File: config.mk
export PLATFORM = sky130hd
export DESIGN_NAME = gaussian3x3_stream_flat
export DESIGN_NICKNAME = d
export VERILOG_FILES = /design/src/rtl/gaussian3x3_stream_if.sv /design/src/rtl/gaussian3x3_stream.sv /design/src/flat_wrapper.sv
export SDC_FILE = /design/constraint.sdc
export NUM_CORES = 1
export LEC_CHECK = 0
export BUFFER_PORTS_ARGS = -buffer_cell sky130_fd_sc_hd__buf_2
export CORE_MARGIN = 3
export CORE_UTILIZATION = 63
export DETAILED_ROUTE_END_ITERATION = 7
export PLACE_DENSITY = 0.77
export SLEW_MARGIN = 40
export SYNTH_ARGS = -nofsm -noshare
export SYNTH_HDL_FRONTEND = slang
export SYNTH_SLANG_ARGS = --single-unit
File: constraint.sdc
create_clock -name clk -period 10.5 [get_ports clk]
set_input_delay 2.1 -clock clk [delete_from_list [all_inputs] [get_ports clk]]
set_output_delay 2.1 -clock clk [all_outputs]
set_load 0.1 [all_outputs]
File: src/rtl/gaussian3x3_stream_if.sv
// gaussian3x3_stream_if: valid/ready pixel stream with producer and consumer views
interface gaussian3x3_stream_if #(parameter int W = 12);
  logic [W-1:0] pixel;
  logic valid;
  logic ready;
  modport master (output pixel, valid, input ready);
  modport slave (input pixel, valid, output ready);
endinterface

File: src/rtl/gaussian3x3_stream.sv
// gaussian3x3_stream: streaming 3x3 [1 2 1;2 4 2;1 2 1]/16 blur, valid-region output, one-deep output register
module gaussian3x3_stream #(
  parameter int PIXEL_BIT_WIDTH = 12,
  parameter int IMG_ROWS = 20,
  parameter int IMG_COLS = 20
) (
  input logic clk,
  input logic reset,
  gaussian3x3_stream_if.slave up,
  gaussian3x3_stream_if.master dn
);
  localparam int W = PIXEL_BIT_WIDTH;
  localparam int XW = $clog2(IMG_COLS);
  localparam int YW = $clog2(IMG_ROWS);
  logic [XW-1:0] x;
  logic [YW-1:0] y;
  logic [W-1:0] lb0 [IMG_COLS];
  logic [W-1:0] lb1 [IMG_COLS];
  // left two window columns; the right column is read live from the line buffers and input
  logic [W-1:0] w [3][2];
  logic [W-1:0] col [3];
  logic [W+3:0] sum, rnd;
  logic acc, done, x_last;
  assign up.ready = ~dn.valid | dn.ready;
  assign acc = up.valid & up.ready;
  assign x_last = x == XW'(IMG_COLS - 1);
  assign done = acc && x >= XW'(2) && y >= YW'(2);
  always_comb begin
    col[0] = lb1[x];
    col[1] = lb0[x];
    col[2] = up.pixel;
    sum = (W+4)'(w[0][0]) + (W+4)'(col[0]) + (W+4)'(w[2][0]) + (W+4)'(col[2])
        + (((W+4)'(w[0][1]) + (W+4)'(w[1][0]) + (W+4)'(col[1]) + (W+4)'(w[2][1])) << 1)
        + ((W+4)'(w[1][1]) << 2);
    rnd = sum + (W+4)'(8);
  end
  always_ff @(posedge clk)
    if (acc) begin
      lb1[x] <= lb0[x];
      lb0[x] <= up.pixel;
    end
  always_ff @(posedge clk or negedge reset)
    if (!reset) begin
      x <= '0;
      y <= '0;
      for (int r = 0; r < 3; r++) begin
        w[r][0] <= '0;
        w[r][1] <= '0;
      end
      dn.valid <= 1'b0;
      dn.pixel <= '0;
    end else begin
      if (acc) begin
        x <= x_last ? '0 : x + 1'b1;
        if (x_last) y <= (y == YW'(IMG_ROWS - 1)) ? '0 : y + 1'b1;
        for (int r = 0; r < 3; r++) begin
          w[r][0] <= w[r][1];
          w[r][1] <= col[r];
        end
      end
      if (done) begin
        dn.pixel <= rnd[W+3:4];
        dn.valid <= 1'b1;
      end else if (dn.valid & dn.ready) dn.valid <= 1'b0;
    end
endmodule

File: src/flat_wrapper.sv
// flat-port wrapper written by rule: the top's interface ports become plain ports
module gaussian3x3_stream_flat 
#(
  parameter int PIXEL_BIT_WIDTH = 12,
  parameter int IMG_ROWS = 20,
  parameter int IMG_COLS = 20
)
  (clk, reset, up_pixel, up_valid, up_ready, dn_pixel, dn_valid, dn_ready);
  gaussian3x3_stream_if #(.W(12)) up_i ();
  gaussian3x3_stream_if #(.W(12)) dn_i ();
  input logic clk;
  input logic reset;
  input wire logic [$bits(up_i.pixel)-1:0] up_pixel;
  input wire logic [$bits(up_i.valid)-1:0] up_valid;
  output wire logic [$bits(up_i.ready)-1:0] up_ready;
  output wire logic [$bits(dn_i.pixel)-1:0] dn_pixel;
  output wire logic [$bits(dn_i.valid)-1:0] dn_valid;
  input wire logic [$bits(dn_i.ready)-1:0] dn_ready;
  assign up_i.pixel = up_pixel;
  assign up_i.valid = up_valid;
  assign up_ready = up_i.ready;
  assign dn_pixel = dn_i.pixel;
  assign dn_valid = dn_i.valid;
  assign dn_i.ready = dn_ready;
  gaussian3x3_stream #(.PIXEL_BIT_WIDTH(PIXEL_BIT_WIDTH), .IMG_ROWS(IMG_ROWS), .IMG_COLS(IMG_COLS)) u_core (.clk(clk), .reset(reset), .up(up_i), .dn(dn_i));
endmodule
# Yosys cells after proc, flatten, opt, wreduce, memory -nomap -nowiden
# Memories as Yosys holds them, arrays and structs flattened.
# Index checks and enable logic that the tools add are counted.
# classes
n_lt_le_gt_ge,2
bitwise_logic,4
div,0
n_reduce_logical,4
shifts,0
muxes,6
n_eq_ne,2
mul,0
add_sub_neg,11
# ops
op,n
$add 16x12->16,2
$add 15x12->15,2
$add 12x12->13,2
$add 16x14->16,1
$add 16x16->16,1
$add 16x4->16 const B,1
$add 5x1->5 const B,2
$eq 5x5->1 const B,2
$ge 5x2->1 const B,2
$mux 5,2
$mux 1,4
$and 1x1->1,2
$logic_and 1x1->1,2
$reduce_and 2->1,1
$reduce_bool 2->1,1
$not 1->1,1
$or 1x1->1,1
# totals
mem_bits_rw,480
mem_count,2
latchBits,0
word_cells,41
out_inout_bits,14
ff_bits,95
in_bits,16
romBits,0
# memory_table
memory,words,word_bits,read_ports,rd_ports_with_merged_regs,write_ports,line_no,source
u_core.lb0,20,12,1,0,1,gaussian3x3_stream.sv:17,logic [W-1:0] lb0 [IMG_COLS];
u_core.lb1,20,12,1,0,1,gaussian3x3_stream.sv:18,logic [W-1:0] lb1 [IMG_COLS];

# Logic depth before layout (Yosys ltp)
# Gate-level depths: netlist of run 1.
# An unclocked memory read counts as a cell.
# logic_depth
ltp_word,7
depth_mapped,32
ltp_nobuf,28

# Worst setup path after synthesis of run 1
# Ideal clock, no wire load.
# synth_path
path_type,register to register
startpoint,reg u_core.x[0]
endpoint,reg u_core.dn.pixel[8]
path_stages_with_launch,27
setup_slack_ps,3427
setup_ps,150
t_arrival_ps,6924
t_required_ps,10350
n_path_buf,3
synth_period_minus_slack_ps,7073
cell_sequence,dfrtp_1 > buf_6 > buf_6 > buf_6 > inv_2 > mux2i_1 > a211oi_1 > inv_1 > fa_1 > inv_1 > ha_1 > o21ai_0 > nor2_1 > o21a_1 > o41a_1 > xor2_1 > fa_1 > inv_1 > fa_1 > fa_1 > inv_1 > ha_1 > a21oi_1 > nor2b_1 > a2111oi_0 > mux2i_1 > o311ai_0
# synth_lines
item,line_no,source
from (decl),gaussian3x3_stream.sv:15,logic [XW-1:0] x;
from (signal assigned),gaussian3x3_stream.sv:54,x <= x_last ? '0 : x + 1'b1;
to (signal assigned),gaussian3x3_stream.sv:62,dn.pixel <= rnd[W+3:4];
to (decl),gaussian3x3_stream_if.sv:6,"modport master (output pixel, valid, input ready);"

==> impl_metrics.ini, run 1 <==
[detailed_routing]
drt_iter0_markers = 1695
drt_first_pass_iters = 5
wl_mm = 59.9
vias_per_cell = 6.42
ant_nets = 0
wl_per_cell_um = 26.4
drc = 0
vias = 14600

[clock_network]
clock_latency_ns = 0.61
clk_pin_slew_ns = 0.07
cts.sinks = 575
cts_root_buf = clkbuf_16
cts_tree = built
cts_resized = 0
cts_buffer_depth = 3
cts_made_buffers = 57
postCtsSetupRepairBufs = 0
cts.htree.levels = 2
cts_hold_buf = 0

[synthesis]
async_reset_ff_frac = 0.165
synth_compound_area_frac = 0.0584
synthSimpleGateAreaFrac = 0.0598
ys.flop_type = edfxtp_1
synth_most_common_cell = edfxtp_1
synth_top_area_cell = edfxtp_1
synthXorXnorAreaFrac = 0.0122
netlist_area_mm2 = 0.0259
synth_mux_area_frac = 0.115
synth_edf_count = 480
synth_top_area_share = 0.556
netlist_instances = 1647
synthTopCellsByArea = edfxtp_1, dfrtp_1, mux4_2
ys_types = 73
synth_fa_ha_area_frac = 0.0712
yosysWarnings = 0
ys_seq_elements = 575
synth_top_family_by_area = multiplexers
synth_common_cells = edfxtp_1, nand2_1, inv_1, dfrtp_1, mux2i_1
ys_seq_area_frac = 0.648
synth_area_per_cell_um2 = 15.7
synth_nets = 1781

[global_routing]
use_met1 = 0.406
antenna_found_initial = 1
grt-ovfl-total = 0
grt_pass1_vias = 14800
top_usage_layer = met2
grt_max_degree = 78
grt_usage = 0.281
grt_use_met2 = 0.432
met3_usage = 0.0632
grt_pass1_wl_mm = 91.5

[place]
gp_congestion = 0.908
hpwlAfterDp_mm = 36.9
dp_slack_ns = 2.24
io_buffers = 29
dp_cells = 2168

[hold_path]
hold_path_class = register to register
hold_start = u_core.w[68]
whs_endpoint = u_core.w[68]
hold_depth = 2

[floorplanning]
die_w_um = 209
die-area_mm2 = 0.0436
num_rows = 73
die_h_um = 209
core_mm2 = 0.0402
ios = 30
start_util = 0.645

[timing]
fin_skew_ns = 0.0207
drv_slew = 0
layout_setup_ws_ns = 2.20
fin_tns_setup_ns = 0
worst_pin_slew_ns = 0.869
period_needed_ns = 8.30
finalCritPeriodShare = 0.791
grt_setup_unrepaired = no
hold_viol = 0
setup_viol = 0
fmax_ghz = 0.120
slew_headroom = 0.421

[critical_path]
slowest_stage = dfrtp_4
slowest_delay_ns = 0.85
rr_startpoint = u_core.x[0]
endpoint_kind = register
crit_type = register to register
r2r_cells = 24
path_cells = buf_4 > mux4_2 > and2_1 > a221oi_2 > nand2_1 > inv_1 > fa_1 > inv_1 > ha_1 > fa_1 > a21oi_1 > o211ai_1 > a41oi_1 > xnor2_1 > fa_1 > inv_1 > fa_1 > fa_1 > inv_1 > ha_1 > nor2b_1 > a2111oi_0 > mux2i_1 > o311ai_0
crit_top_cell = fa_1
path_max_fanout = 35
crit_family = adder cells
required_ns = 10.94
r2r_slack_ns = 2.20
cp_data_arrival_time_ns = 8.74
worst-path-buf-inv = 5
crit_path_start_kind = register
r2r_end = u_core.dn.pixel[8]

[flow_run]
drv_cap = 0

[finish]
finalNonFillerCells = 2273
layout.nets = 1837
diodes = 0
num-fill-cells = 2545
syn_to_final_growth_pct = 10.2
drive_gt1_frac = 0.174

[status]
status = finished clean
==> state kept, by name, summed over array words and instances (netlist names) <==
register and count:
u_core.x 5, u_core.dn.pixel 12, u_core.lb0 240, u_core.w 72, u_core.y 5, u_core.lb1 240
u_core.dn.valid 1
==> how the worst max path moves through the flow <==
stage / from / endpoint / slack [ns] / cells past startpoint
detailed placement: u_core.x[0] / u_core.dn.pixel[8] / 2.24 / 24
CTS: u_core.x[0] / u_core.dn.pixel[8] / 2.15 / 24
floorplan: u_core.x[0] / u_core.dn.pixel[8] / 3.43 / 26
global route: u_core.x[0] / u_core.dn.pixel[8] / 1.51 / 24
global placement: u_core.x[0] / u_core.dn.pixel[8] / 2.35 / 24
finish: u_core.x[0] / u_core.dn.pixel[8] / 2.20 / 24
==> worst register-to-register path, delay by kind of cell, from the launching register on <==
kind | cells | cell delay, ns
xor+xnor | 1 | 0.14
buf+inv | 5 | 0.89
mux | 2 | 0.81
simple gates | 3 | 0.77
compound gates | 6 | 1.87
fa+ha+maj | 7 | 2.78
flops | 1 | 0.85
==> stage by stage <==
stage,area [µm²],hold slack [ns],utilization
floorplan,25900,0.450,-
global placement,26600,0.461,0.662
detailed placement,26600,0.470,0.662
CTS,28500,0.483,0.710
global route,28500,0.502,0.710
finish,28500,0.478,0.710
==> cell families after synthesis <==
logic type | Yosys count
multiplexers | 185
adder cells (fa/ha/maj) | 118
AND/OR/NAND/NOR | 323
XOR/XNOR | 36
AO/OA/AOI/OAI | 214
buffers and inverters | 196
flip-flops | 575
==> layer usage <==
| layer | up-vias | part of all wire |
|---|---|---|
| met5 | - | 0.00022 |
| li1 | 6310 | - |
| met2 | 727 | 0.47 |
| met4 | 2 | 0.036 |
| met1 | 7415 | 0.40 |
| met3 | 140 | 0.095 |
==> layout by cell type, fill, tap and decap left out, drive strengths merged, types with 5 or more instances in the layout <==
cell	instances
a221oi	5
nor2	38
nor2b	18
nor3	11
and2	12
o21ai	50
a22oi	50
o211ai	6
xnor2	18
o21a	6
nand3	46
a211oi	12
xor2	18
dfrtp	95
edfxtp	480
clkinv	26
a31oi	9
clkbuf	65
ha	69
nand4	5
nand2	149
o22ai	7
a21o	13
and3	20
buf	71
a21oi	30
fa	49
mux2i	80
inv	123
mux2	21
bufinv	9
mux4	84
==> final cells by class <==
cell class                      instances  area, µm²  share of cell area
Multi-Input combinational cell        876       8250               0.289
Tap cell                              525        657              0.0230
Sequential cell                       575      16800               0.588
Timing Repair Buffer                   71        492              0.0172
Clock inverter                         39        428              0.0150
Clock buffer                           65       1470              0.0514
Inverter                              122        458              0.0160
Power of run 1 is left out: the tool's default activity adds up to more than one toggle a clock period on the data nets, which glitch-free logic cannot reach.
==> run 2, diff against run 1 <==
--- a/config.mk
+++ b/config.mk
@@ -7,9 +7,9 @@
 export LEC_CHECK = 0
 export BUFFER_PORTS_ARGS = -buffer_cell sky130_fd_sc_hd__buf_2
 export CORE_MARGIN = 3
-export CORE_UTILIZATION = 63
+export CORE_UTILIZATION = 57
 export DETAILED_ROUTE_END_ITERATION = 7
-export PLACE_DENSITY = 0.77
+export PLACE_DENSITY = 0.73
 export SLEW_MARGIN = 40
 export SYNTH_ARGS = -nofsm -noshare
 export SYNTH_HDL_FRONTEND = slang
==> constraint.sdc (replaced) <==
create_clock -name clk -period 7.5 [get_ports clk]
set_input_delay 1.5 -clock clk [delete_from_list [all_inputs] [get_ports clk]]
set_output_delay 1.5 -clock clk [all_outputs]
set_load 0.1 [all_outputs]
==> impl_metrics.ini, run 2 (synthesis results as in run 1) <==
[critical_path]
slowest_stage = dfrtp_4
crit_path_start_kind = register
cp_data_arrival_time_ns = 7.64
slowest_delay_ns = 0.62
crit_type = register to register
path_cells = clkbuf_16 > and2_1 > a22oi_1 > nand3_1 > nand2_1 > inv_1 > fa_1 > inv_1 > ha_1 > fa_1 > a21oi_1 > o211ai_1 > a41oi_1 > xnor2_1 > fa_1 > inv_1 > fa_1 > fa_1 > inv_1 > ha_1 > nor2b_1 > a2111oi_0 > mux2i_1 > o311ai_0
crit_family = adder cells
path_max_fanout = 16
crit_top_cell = fa_1
worst-path-buf-inv = 5
endpoint_kind = register
required_ns = 7.95

[status]
status = finished clean

[timing]
fin_skew_ns = 0.0305
slew_headroom = 0.500
fmax_ghz = 0.139
fin_tns_setup_ns = 0
finalCritPeriodShare = 0.959
hold_viol = 0
worst_pin_slew_ns = 0.750
period_needed_ns = 7.19
drv_slew = 0
grt_setup_unrepaired = no
setup_viol = 0

[finish]
syn_to_final_growth_pct = 11.7
drive_gt1_frac = 0.182
final_common_cell = edfxtp_1
layout.nets = 1860
num-fill-cells = 3030
mostFrequentLayoutCells = edfxtp_1, nand2_1, inv_1
top_regs = u_core.lb0: 240 flops, u_core.lb1: 240 flops, u_core.w: 72 flops

[floorplanning]
ios = 30
die_h_um = 219
start_util = 0.581
die_w_um = 219
num_rows = 77
core_mm2 = 0.0446
die-area_mm2 = 0.0481

[clock_network]
cts_buffer_depth = 3
postCtsSetupRepairBufs = 0
cts_hold_buf = 0
cts.htree.levels = 2
cts_root_buf = clkbuf_16
cts_resized = 0
clock_latency_ns = 0.62
cts_tree = built
cts.sinks = 575
cts_made_buffers = 57
clk_pin_slew_ns = 0.06

[place]
io_buffers = 29
gp_congestion = 0.890
hpwlAfterDp_mm = 37.4

[detailed_routing]
drt_iter0_markers = 1523
vias_per_cell = 6.09
vias = 14400
ant_nets = 0
wl_mm = 58.4
drt_first_pass_iters = 6
drc = 0
wl_per_cell_um = 24.7

[flow_run]
drv_cap = 0

[global_routing]
grt_usage = 0.250
grt-ovfl-total = 0
grt_pass1_vias = 14700
grt_max_degree = 58
grt_pass1_wl_mm = 89.1
antenna_found_initial = 1

[hold_path]
hold_path_class = register to register
run 2: per-stage QoR:
step                      instances  setup WS [ns]  instance area (µm²)  hold slack, ns  utilization
after floorplan                1647          0.427                25900           0.450            -
after global placement         2257          0.417                26900           0.461        0.603
after detailed placement       2258          0.358                26900           0.470        0.603
after CTS                      2366          0.318                28900           0.484        0.648
after global routing           2367       0.000754                28900           0.507        0.649
final                          2368          0.305                28900           0.478        0.649
run 2: layout make-up:
| class | instances | area [µm²] | share of cell area |
|---|---|---|---|
| diodes | 1 | 2.50 | 0.0000864 |
| flip-flops and latches | 575 | 16800 | 0.580 |
| repair buffers | 94 | 691 | 0.0239 |
| clock buffers | 70 | 1510 | 0.0520 |
| multi-input cells | 876 | 8240 | 0.285 |
| clock inverters | 38 | 509 | 0.0176 |
| inverters | 122 | 458 | 0.0158 |
| well taps | 592 | 741 | 0.0256 |
run 2: metal layers:
layer	part of all wire	global-route usage	wire (µm)	vias up
met1	0.41	0.354	24200	7310
met2	0.48	0.399	27900	609
met3	0.080	0.0464	4670	118
met4	0.028	0.0812	1630	2
li1	-	-	-	6379
met5	0.00022	0	13	-
run 2: final timing paths:
| kind | end | slack (ns) | depth (start not counted) | start |
|---|---|---|---|---|
| max in group asynchronous | u_core.x[1] | 5.44 | 2 | reset |
| min | u_core.w[13] | 0.48 | 2 | u_core.w[13] |
| min in group asynchronous | u_core.dn.pixel[11] | 0.89 | 1 | reset |
| max reg2reg | u_core.dn.pixel[8] | 0.31 | 24 | u_core.x[0] |
| max | u_core.dn.pixel[8] | 0.31 | 24 | u_core.x[0] |
| min reg2reg | u_core.w[13] | 0.48 | 2 | u_core.w[13] |
run 2: worst reg2reg max path: stages (launching register included):
cell and delay (ns):
dfrtp_4 0.62, clkbuf_16 0.25, and2_1 0.23, a22oi_1 0.22, nand3_1 0.17, nand2_1 0.15, inv_1 0.07, fa_1 0.52
inv_1 0.04, ha_1 0.22, fa_1 0.48, a21oi_1 0.20, o211ai_1 0.17, a41oi_1 0.41, xnor2_1 0.15, fa_1 0.49
inv_1 0.05, fa_1 0.51, fa_1 0.54, inv_1 0.04, ha_1 0.36, nor2b_1 0.16, a2111oi_0 0.58, mux2i_1 0.26
o311ai_0 0.14
Power of run 2 is left out for the same reason.
